<file path="config.mk">
export PLATFORM = sky130hd
export DESIGN_NAME = instruction_decode_buffer
export DESIGN_NICKNAME = d
export VERILOG_FILES = /design/src/rtl/instruction_decode_buffer.sv
export SDC_FILE = /design/constraint.sdc
export NUM_CORES = 1
export LEC_CHECK = 0
export ABC_CLOCK_PERIOD_IN_PS = 5300
export CAP_MARGIN = 0
export CELL_PAD_IN_SITES_DETAIL_PLACEMENT = 1
export CELL_PAD_IN_SITES_GLOBAL_PLACEMENT = 1
export CORE_MARGIN = 5
export CORE_UTILIZATION = 32
export CTS_BUF_LIST = sky130_fd_sc_hd__clkbuf_16
export CTS_CLUSTER_DIAMETER = 80
export DETAILED_ROUTE_END_ITERATION = 7
export PLACE_DENSITY_LB_ADDON = 0.1
export SLEW_MARGIN = 40
export SYNTH_ARGS = -nofsm -noshare
export SYNTH_HDL_FRONTEND = slang
export SYNTH_SLANG_ARGS = --single-unit
</file>
<file path="constraint.sdc">
create_clock -name clk -period 5.3 [get_ports clk]
set_input_delay 1.59 -clock clk [delete_from_list [all_inputs] [get_ports clk]]
set_output_delay 1.59 -clock clk [all_outputs]
set_load 0.005 [all_outputs]
</file>
<file path="src/rtl/instruction_decode_buffer.sv">
// Fetch-pair instruction FIFO with RV32I field/type decode of the head entry.
// Optional macro DECODE_IMM_EN enables immediate generation on o_dec_imm.
module instruction_decode_buffer #(
   parameter int DEPTH = 8
) (
   input  logic        clk,
   input  logic        reset,
   input  logic        i_in_valid,
   input  logic [31:0] i_in_instr1,
   input  logic [31:0] i_in_instr2,
   input  logic        i_out_ready,
   output logic        o_fetch_stall,
   output logic        o_overflow,
   output logic        o_dec_valid,
   output logic [31:0] o_dec_instr,
   output logic [31:0] o_dec_imm,
   output logic [6:0]  o_dec_opcode,
   output logic [6:0]  o_dec_funct7,
   output logic [4:0]  o_dec_rd,
   output logic [4:0]  o_dec_rs1,
   output logic [4:0]  o_dec_rs2,
   output logic [2:0]  o_dec_funct3,
   output logic [2:0]  o_dec_type,
   output logic        o_dec_illegal,
   output logic [31:0] o_dec_index
);

   localparam int AW = $clog2(DEPTH);
   localparam int CW = AW + 1;

   if ((DEPTH < 4) || ((DEPTH & (DEPTH - 1)) != 0)) begin : g_bad_depth
      $error("DEPTH must be a power of two and at least 4");
   end

   logic [31:0]   r_mem [DEPTH];
   logic [AW-1:0] r_wptr, r_rptr;
   logic [CW-1:0] r_count;
   logic          r_overflow;
   logic [31:0]   r_index;

   logic          w_v1, w_v2, w_drop, w_wr1, w_wr2, w_pop;
   logic [1:0]    w_nwr, w_nacc;
   logic [CW-1:0] w_free;
   logic [AW-1:0] w_wptr2;

   assign w_v1    = i_in_valid & (|i_in_instr1);
   assign w_v2    = i_in_valid & (|i_in_instr2);
   assign w_nwr   = {1'b0, w_v1} + {1'b0, w_v2};
   // Capacity uses pre-edge occupancy; a same-cycle pop is not credited.
   assign w_free  = CW'(DEPTH) - r_count;
   assign w_drop  = i_in_valid && (CW'(w_nwr) > w_free);
   assign w_wr1   = w_v1 & ~w_drop;
   assign w_wr2   = w_v2 & ~w_drop;
   assign w_nacc  = w_drop ? 2'd0 : w_nwr;
   assign w_wptr2 = r_wptr + AW'(w_wr1);
   assign w_pop   = o_dec_valid & i_out_ready;

   assign o_dec_valid   = (r_count != '0);
   assign o_fetch_stall = (w_free < CW'(2));
   assign o_overflow    = r_overflow;
   assign o_dec_index   = r_index;

   always_ff @(posedge clk) begin
      if (!reset) begin
         if (w_wr1) r_mem[r_wptr]  <= i_in_instr1;
         if (w_wr2) r_mem[w_wptr2] <= i_in_instr2;
      end
   end

   always_ff @(posedge clk or posedge reset) begin
      if (reset) begin
         r_wptr     <= '0;
         r_rptr     <= '0;
         r_count    <= '0;
         r_overflow <= 1'b0;
         r_index    <= '0;
      end else begin
         r_wptr  <= r_wptr + AW'(w_nacc);
         r_count <= r_count + CW'(w_nacc) - CW'(w_pop);
         if (w_drop) r_overflow <= 1'b1;
         if (w_pop) begin
            r_rptr  <= r_rptr + AW'(1);
            r_index <= r_index + 32'd1;
         end
      end
   end

   logic [31:0] w_head;
   logic [2:0]  w_type;
   logic [31:0] w_imm;

   // Gate the head word so every decoded field reads zero while empty.
   assign w_head = o_dec_valid ? r_mem[r_rptr] : 32'h0;

   always_comb begin
      w_type = 3'd7;
      case (w_head[6:0])
         7'b0110011:                         w_type = 3'd0;
         7'b0010011, 7'b0000011, 7'b1100111: w_type = 3'd1;
         7'b0100011:                         w_type = 3'd2;
         7'b1100011:                         w_type = 3'd3;
         7'b0110111, 7'b0010111:             w_type = 3'd4;
         7'b1101111:                         w_type = 3'd5;
         default:                            w_type = 3'd7;
      endcase
      if (!o_dec_valid) w_type = 3'd0;
   end

`ifdef DECODE_IMM_EN
   always_comb begin
      w_imm = 32'h0;
      case (w_type)
         3'd1: w_imm = {{20{w_head[31]}}, w_head[31:20]};
         3'd2: w_imm = {{20{w_head[31]}}, w_head[31:25], w_head[11:7]};
         3'd3: w_imm = {{19{w_head[31]}}, w_head[31], w_head[7], w_head[30:25],
                        w_head[11:8], 1'b0};
         3'd4: w_imm = {w_head[31:12], 12'b0};
         3'd5: w_imm = {{11{w_head[31]}}, w_head[31], w_head[19:12], w_head[20],
                        w_head[30:21], 1'b0};
         default: w_imm = 32'h0;
      endcase
   end
`else
   assign w_imm = 32'h0;
`endif

   assign o_dec_instr   = w_head;
   assign o_dec_imm     = w_imm;
   assign o_dec_opcode  = w_head[6:0];
   assign o_dec_rd      = w_head[11:7];
   assign o_dec_funct3  = w_head[14:12];
   assign o_dec_rs1     = w_head[19:15];
   assign o_dec_rs2     = w_head[24:20];
   assign o_dec_funct7  = w_head[31:25];
   assign o_dec_type    = w_type;
   assign o_dec_illegal = (w_type == 3'd7);

endmodule

</file>
* Word level (Yosys, flattened, before mapping)
Memory sizes are Yosys's and may differ from the RTL's. Index checks and enable logic that the tools add are counted.
Word-level totals: word-level logic and storage cells 48, flip-flop bits (word level) 43, output and inout bits 135, memory bits (writable) 256, input bits 68, memories kept 1
Memory list:
- r_mem | depth 8, width 32, read ports 1, clocked after memory_dff 0, wr ports 2, line 35 | logic [31:0] r_mem [DEPTH];
Cells by class: order comparisons 2, reductions and logical operators 6, $add $sub $neg 8, bitwise operators 6, multiplexer cells 10, eq/ne operators 10
Operators with widths (number):
- 32-bit OR reduction | 2
- 32-bit by 1-bit adder with 32-bit output, second input constant | 1
- 32-bit two-way mux | 1
- 7-bit by 6-bit == test with 1-bit output, second input constant | 3
- 7-bit == test, second input constant | 3
- 3-bit one-hot mux with 6 select lines | 1
- 7-bit by 5-bit == test with 1-bit output, second input constant | 2
- 7-bit by 2-bit == test with 1-bit output, second input constant | 1
- 1-bit two-way mux | 6
- 1-bit bitwise AND | 5
- 4-bit by 2-bit adder with 4-bit output | 1
- 2-bit by 4-bit > comparator with 1-bit output | 1
- 4-bit by 2-bit less-than comparator with 1-bit output, second input constant | 1
- 4-bit nonzero test | 1
- 4-bit by 1-bit subtractor with 4-bit output | 1
- 4-bit subtractor, first input constant | 1
- 3-bit by 1-bit adder with 3-bit output | 1
- 3-bit by 1-bit adder with 3-bit output, second input constant | 1
- 3-bit by 2-bit adder with 3-bit output | 1
- 3-bit == test, second input constant | 1
- 3-bit two-way mux | 1
- 3-bit OR reduction | 1
- 1-bit by 1-bit adder with 2-bit output | 1
- 2-bit two-way mux | 1
- other kinds (3) | 3

* Logic depth before layout (Yosys ltp)
Gate-level depths: netlist (run 1).
word-level depth 10, gate-level depth with buffers 20

* Worst setup path after synthesis (run 1)
Ideal clock, no wire load.
kind input to register, start in i_in_instr1[31], end mem r_mem[7][0], enable pin, stages on the path 18, buffers on the path 1, slack -1.158 ns, arrival 5.986 ns, data required time 4.828 ns, cell sequence clkbuf_1 nor4_1 nand4_1 nor2_1 nor2b_1 ha_1 inv_1 ha_1 nand2_1 nand2_1 nor3_2 nor2_1 and2_1 ha_1 ha_1 xor2_1 nand3_1 o32ai_1
RTL lines:
- start, declared | line 9 | input logic [31:0] i_in_instr1,
- end, declared | line 35

==> results.cfg, run 1 <==
[detailed_routing]
wire_per_inst_um = 25.0
drc_errors = 0
drtAntennaViolNets = 0
drt_first_iter_violations = 531
route.vias.total = 9928
total_wirelength_um = 50500
detailedRoute.firstPassIterationCount = 5
number_of_vias_per_cell = 4.92

[cts]
tritoncts = done
clock_insertion_delay_at_the_later_pin_of_the_skew_report_ns = 0.55
clock_tree.buffer_depth = 3
clock_transition_time_at_the_flip_flop_clock_pins_of_the_worst_setup_and_hold_paths_ns = 0.06
htree_num_levels = 2
hold_buffers = 0
cts-root-buf = clkbuf_16
clkSinkCount = 299
cts_buffers = 38

[timing]
finalHoldViolCount = 0
tightest_slew_ns = 0.703
final.min_clock_period_ns = 5.21
finClkSkew_ns = 0.0162
setup_viol_count_final = 0
slew_headroom = 0.532
layout_worst_path_cycle_share = 0.983
rsz0062_at_grt = yes
finalMaxSlewViolations = 0
fmax_mhz = 192

[critical_path]
cpPeakStageDelay_ns = 0.35
required_ns = 5.59
critical_path.endpoint_type = register
critical_path.cell_chain = dlygate4sd2_1 > nor4_2 > nand4_1 > nor2_2 > nor2b_1 > ha_1 > inv_2 > ha_1 > nand2_1 > nand2_2 > nor3_4 > nor2_2 > and2_4 > ha_4 > ha_4 > xor2_2 > buf_4 > nand3_4 > buf_12 > nor2_4 > buf_6 > buf_12 > mux2_2
reg2regPathDepth = 19
critPathSlowestCell = nor4_2
worst_setup_path_start_kind = input port
critPathMaxFanout = 9
critical_path_class = in2reg
critical_path_arrival_ns = 5.50

[yosys]
synth.yosys.seq_area_share = 0.544
leading_area_contributor_after_synthesis = edfxtp_1
synth_top_area_share = 0.478
ys_top_cells_by_area = edfxtp_1 48%, mux2_1 9.3%, mux2_2 9.0%
synth_ff_type = edfxtp_1
synthesis.instances = 1041
mappedNetlistArea_um2 = 16100
synth_warnings = 0
postSynthRegisterBits = 299
synthDistinctLibCells = 54
avgSynthCellArea_um2 = 15.5
postSynth.asyncResetShare = 0.144
synth-edff-count = 256

[die]
fp.coreArea_um2 = 50000
dieArea_um2 = 54900
initial_core_util = 0.322
ioPinCount = 203
chipWidth_um = 234
floorplan.die.height_um = 234
placementRows = 82

[cells_and_area]
final_cell_area_um2 = 21100
area_used_by_multi_input_combinational_logic_um2 = 6840
n_fill_cell = 5020
layout.nets = 1405
area.sequential_um2 = 8770
layout.core_utilization = 0.422
synthToLayoutAreaGrowth_pct = 31.0
layout-drive-gt1-share = 0.357

[placed_design]
detailed_place.area_um2 = 19500
place.gp.congestion = 0.750
port_buffers = 170
dp_hpwl_um = 34200

[global_route]
first_global_vias = 10700
grt_antenna_before_repair = 0
grt_pass1_wl_um = 73700
total_global_route_track_usage = 0.181
globalRouteOverflowTotal = 0
grt_start_max_net_pins = 44

[hold_path]
whs_path_depth = 1
hold_class = reg2reg

[power_and_ir_drop]
ir_worst_vdd_mv = 0.231
power.leakage_nw = 7.83
power.density_nw_per_um2 = 495

[status]
run_status = finished clean

[flow_run]
maxCapViolCount = 0
## cells in the mapped netlist (all sizes together), types with 4 or more instances
| library cell | n |
|---|---|
| nand2 | 22 |
| xor2 | 13 |
| edfxtp | 256 |
| buf | 105 |
| clkbuf | 19 |
| dfrtp | 43 |
| nand4 | 12 |
| nor3b | 5 |
| mux4 | 61 |
| nor2b | 8 |
| mux2i | 34 |
| nand3 | 14 |
| inv | 24 |
| and3 | 5 |
| nor2 | 50 |
| a31o | 4 |
| o32ai | 4 |
| ha | 16 |
| a21oi | 4 |
| and4 | 4 |
| xnor2 | 25 |
| o21ai | 4 |
| nor4 | 17 |
| mux2 | 261 |
## critical path, delay by kind of cell
family	cells	cell delay [ns]
XOR/XNOR	1	0.13
adder cells (fa/ha/maj)	4	0.88
buffers and inverters	6	0.98
multiplexers	1	0.34
AND/OR/NAND/NOR	11	1.54
## layout make-up
| type | count | share of cell area |
|---|---|---|
| clock inverter | 25 | 0.00487 |
| antenna | 1 | 0.000119 |
| clock buffer | 41 | 0.0487 |
| timing repair buffer | 331 | 0.161 |
| multi-input combinational | 625 | 0.325 |
| inverter | 24 | 0.00439 |
| sequential | 299 | 0.416 |
| tap | 672 | 0.0399 |
## placed cells by master, fill, tap and decap left out, types with 8 or more instances in the layout
master / instances
dlymetal6s2s_1: 16
nand3_1: 12
xnor2_1: 24
buf_12: 41
nand2_1: 19
clkbuf_2: 27
nor2_1: 39
nand4_1: 12
ha_1: 14
inv_1: 41
buf_4: 109
dlygate4sd2_1: 12
mux2_2: 127
mux2i_1: 34
mux4_2: 61
mux2_1: 133
clkdlybuf4s50_1: 106
clkbuf_16: 43
edfxtp_1: 256
conb_1: 32
dfrtp_1: 40
xor2_1: 12
nor4_2: 8
## where the power goes
group          leakage [nW]  internal [W]  switching, W  total [W]
registers              2.88       0.00308      0.000319    0.00340
logic                  4.33       0.00254       0.00213    0.00467
clock network         0.623       0.00138      0.000992    0.00237
total                  7.83       0.00700       0.00344     0.0104
## repair_timing
action                     4_1_cts  5_1_grt
gates cloned                     3        2
pin swaps                       22       30
setup buffers                   10        9
setup endpoints to repair      512      506
resized for setup               89       94
## cells by family (layout without fill, tap and decap cells)
family | after synthesis | in the layout | synth area share
and+or+nand+nor | 150 | 150 | 0.0544
DFF | 299 | 299 | 0.544
xor gates and xnor gates | 38 | 38 | 0.0207
adders and majority gates | 18 | 18 | 0.0149
buffers and inverters | 148 | 421 | 0.0613
other | 1 | 33 | 0.000233
muxes | 356 | 356 | 0.289
AOI/OAI and AO/OA | 31 | 31 | 0.0149
## final timing paths
| kind | start | to | slack (ns) |
|---|---|---|---|
| max | i_in_instr1[15] | r_mem[6][22]$_DFFE_PP_ | 0.09 |
| max reg2reg | r_count[0]$_DFF_PP0_ | r_mem[6][22]$_DFFE_PP_ | 1.66 |
| min reg2reg | o_dec_index[31]$_DFFE_PP0P_ | o_dec_index[31]$_DFFE_PP0P_ | 0.48 |
| min in group asynchronous | reset | r_count[0]$_DFF_PP0_ | 1.56 |
| max in group asynchronous | reset | r_rptr[0]$_DFFE_PP0P_ | 3.31 |
| min | o_dec_index[31]$_DFFE_PP0P_ | o_dec_index[31]$_DFFE_PP0P_ | 0.48 |
## through the flow
step                      worst slack (ns)  total power, W  hold slack (ns)  cells  setup TNS [ns]
after CTS                          0.00492          0.0106            0.483   2007               0
after global routing               -0.0352          0.0110            0.496   2017          -0.444
after global placement               -1.26         0.00802            0.458   1930         -586.18
after detailed placement             -1.34         0.00807            0.465   1930         -619.77
final                               0.0891          0.0104            0.476   2018               0
after floorplan                    -0.0458         0.00599            0.465   1072           -2.86
## flip-flops by register name (all words and copies together) (netlist names)
name	count
r_count	4
r_rptr	3
r_mem	256
r_wptr	3
o_overflow	1
o_dec_index	32
## layer usage
| layer | track usage | wire [µm] |
|---|---|---|
| met5 | 0 | 0 |
| met4 | 0.0330 | 692 |
| met3 | 0.0274 | 1770 |
| met2 | 0.309 | 25300 |
| met1 | 0.249 | 22700 |
Note: power is estimated with default switching activity, not from simulation.
==> run 2, diff against run 1 <==
Settings changed: CAP_MARGIN 0 to not set.
==> results of run 2 <==
Final layout, timing and power as in run 1 (identical DEF).
==> run 3, diff against run 2 <==
Settings changed: ABC_CLOCK_PERIOD_IN_PS 5300 to 4300, CORE_ASPECT_RATIO set to 2.
Clock period 5.3 ns to 4.3 ns, I/O delays scaled along.
==> run 3 against run 2 <==
Against the previous run: the run now ends with setup timing left; combinational power rose by 63%; wire length rose by 19%; sequential power rose by 20%; final cell count rose by 3.7%; worst hold slack improved by 0.00078 ns; largest power group unchanged.
==> results.cfg, run 3 (synthesis gave the netlist of run 1 again) <==
[power_and_ir_drop]
power.leakage_nw = 9.28
ir_worst_vdd_mv = 0.360
power.density_nw_per_um2 = 605

[cts]
htree_num_levels = 1
hold_buffers = 0
cts-root-buf = clkbuf_16
tritoncts = done
clock_transition_time_at_the_flip_flop_clock_pins_of_the_worst_setup_and_hold_paths_ns = 0.06
clkSinkCount = 299
cts_buffers = 31
clock_tree.buffer_depth = 3
clock_insertion_delay_at_the_later_pin_of_the_skew_report_ns = 0.59

[timing]
rsz0062_at_grt = yes
slew_headroom = 0.525
setup_viol_count_final = 515
layout_worst_path_cycle_share = 1.15
final_critical_path_setup_slack_ns = -0.653
finalMaxSlewViolations = 0
fmax_mhz = 202
finClkSkew_ns = 0.00705
tightest_slew_ns = 0.711
finalHoldViolCount = 0
final.min_clock_period_ns = 4.95

[placed_design]
placed_cells = 1927
dp_hpwl_um = 37500
detailedPlace.worstSlack_ns = -2.06
place.gp.congestion = 0.736
port_buffers = 170

[cells_and_area]
layout-drive-gt1-share = 0.519
synthToLayoutAreaGrowth_pct = 47.1
num_antenna_cells = 0
largest_register = r_mem
most_common_cell_after_layout_fill_and_taps_aside = edfxtp_1
most-common-layout-cells = 256 x edfxtp_1, 246 x mux2_4, 143 x buf_4, 87 x clkdlybuf4s50_1, 61 x mux4_2
stdcell_count = 2093
largest_reg_flops = 256
layout.core_utilization = 0.474
layout.nets = 1505

[critical_path]
critical_path_arrival_ns = 5.26
critPathMaxFanout = 6
worst_setup_path_start_kind = input port
critical_path_class = in2reg
regToRegStartpoint = r_count[1]$_DFF_PP0_
critPathCapture = r_mem[5][30]$_DFFE_PP_
critical_path.cell_chain = buf_4 > nor4_4 > nand4_1 > nor2_2 > nor2b_1 > ha_1 > inv_2 > ha_4 > nand2_2 > nand2_2 > nor3_4 > nor2_2 > and2_4 > ha_4 > buf_6 > ha_4 > nor2b_4 > nand2_8 > buf_6 > buf_12 > o32ai_4 > buf_6 > buf_16
critPathSlowestCell = nor4_4
cpLargestDelayFamily = simple AND/OR/NAND/NOR gates
worstSetupStartpoint = i_in_instr1[17]
crit-reg2reg-capture = r_mem[5][30]$_DFFE_PP_
reg2regPathDepth = 18
cpPeakStageDelay_ns = 0.56
required_ns = 4.60
worstPathBufferInverterCount = 7
critical_path.endpoint_type = register
ff2ff_setup_slack_ns = 0.78
path_depth = 23

[hold_path]
hold_class = reg2reg

[detailed_routing]
detailedRoute.firstPassIterationCount = 4
drtAntennaViolNets = 0
drc_errors = 0
total_wirelength_um = 60000
drt_first_iter_violations = 464
wire_per_inst_um = 28.7
route.vias.total = 10600
number_of_vias_per_cell = 5.07

[die]
floorplan.die.height_um = 327
dieArea_um2 = 55200
ioPinCount = 203
fp.coreArea_um2 = 49900
chipWidth_um = 169
initial_core_util = 0.322
placementRows = 116

[global_route]
first_global_vias = 11500
grt_start_max_net_pins = 29
total_global_route_track_usage = 0.196
grt_antenna_before_repair = 0
globalRouteOverflowTotal = 0
met2_usage = 0.392
grt_pass1_wl_um = 79300
grt.met1_usage = 0.210
globalRouteMet3Util = 0.0202
grt_busiest_layer = met2

[flow_run]
maxCapViolCount = 0

[status]
run_status = finished with violations
violations = setup timing
[run 3: cell types whose count changed in the layout (fill, tap and decap cells not counted), moves of 17 or more]
| cell | before | now |
|---|---|---|
| mux2_4 | 1 | 246 |
| mux2_1 | 133 | 3 |
| mux2_2 | 127 | 12 |
| buf_4 | 109 | 143 |
| buf_6 | 7 | 34 |
| clkbuf_2 | 27 | 4 |
| buf_2 | 3 | 24 |
| clkdlybuf4s50_1 | 106 | 87 |
| inv_1 | 41 | 24 |
[run 3: how the worst min path moves through the flow]
stage / from / depth (start not counted) / endpoint
global placement: o_overflow$_DFFE_PP0P_ / 1 / o_overflow$_DFFE_PP0P_
CTS: o_dec_index[31]$_DFFE_PP0P_ / 1 / o_dec_index[31]$_DFFE_PP0P_
floorplan: o_overflow$_DFFE_PP0P_ / 1 / o_overflow$_DFFE_PP0P_
global route: o_dec_index[31]$_DFFE_PP0P_ / 1 / o_dec_index[31]$_DFFE_PP0P_
detailed placement: o_dec_index[31]$_DFFE_PP0P_ / 1 / o_dec_index[31]$_DFFE_PP0P_
finish: o_dec_index[31]$_DFFE_PP0P_ / 1 / o_dec_index[31]$_DFFE_PP0P_
[run 3: metal layers]
layer	wire [µm]	vias up
met5	0	-
met3	2110	89
met1	21000	5563
met2	34400	287
met4	2470	0
li1	-	4681
[run 3: where the power goes]
group	total, W	internal [W]	switching (W)
logic	0.00762	0.00420	0.00341
clock network	0.00263	0.00143	0.00120
registers	0.00408	0.00380	0.000285
total	0.0143	0.00943	0.00490
[run 3: layout make-up]
| type | instances | area (µm²) |
|---|---|---|
| Tap cell | 649 | 812 |
| Fill cell | 4916 | 26300 |
| Clock buffer | 31 | 776 |
| Multi-Input combinational cell | 625 | 8000 |
| Sequential cell | 299 | 8770 |
| Clock inverter | 27 | 184 |
| Timing Repair Buffer | 438 | 5040 |
| Inverter | 24 | 90.1 |
[run 3: repair_timing]
action,CTS,global route
setup endpoints to repair,559,575
gates cloned,9,23
pin swaps,26,21
gates resized for setup,273,191
setup buffers,33,60
[run 3: per-stage QoR]
step / hold slack, ns / total power, W / area (µm²) / TNS [ns]
after floorplan: 0.465 / 0.00770 / 17200 / -180.17
after global placement: 0.457 / 0.0103 / 20300 / -1008.81
final: 0.477 / 0.0143 / 23700 / -275.46
after global routing: 0.495 / 0.0150 / 23700 / -301.79
after detailed placement: 0.474 / 0.0104 / 20300 / -1024.24
after CTS: 0.486 / 0.0135 / 22200 / -218.92
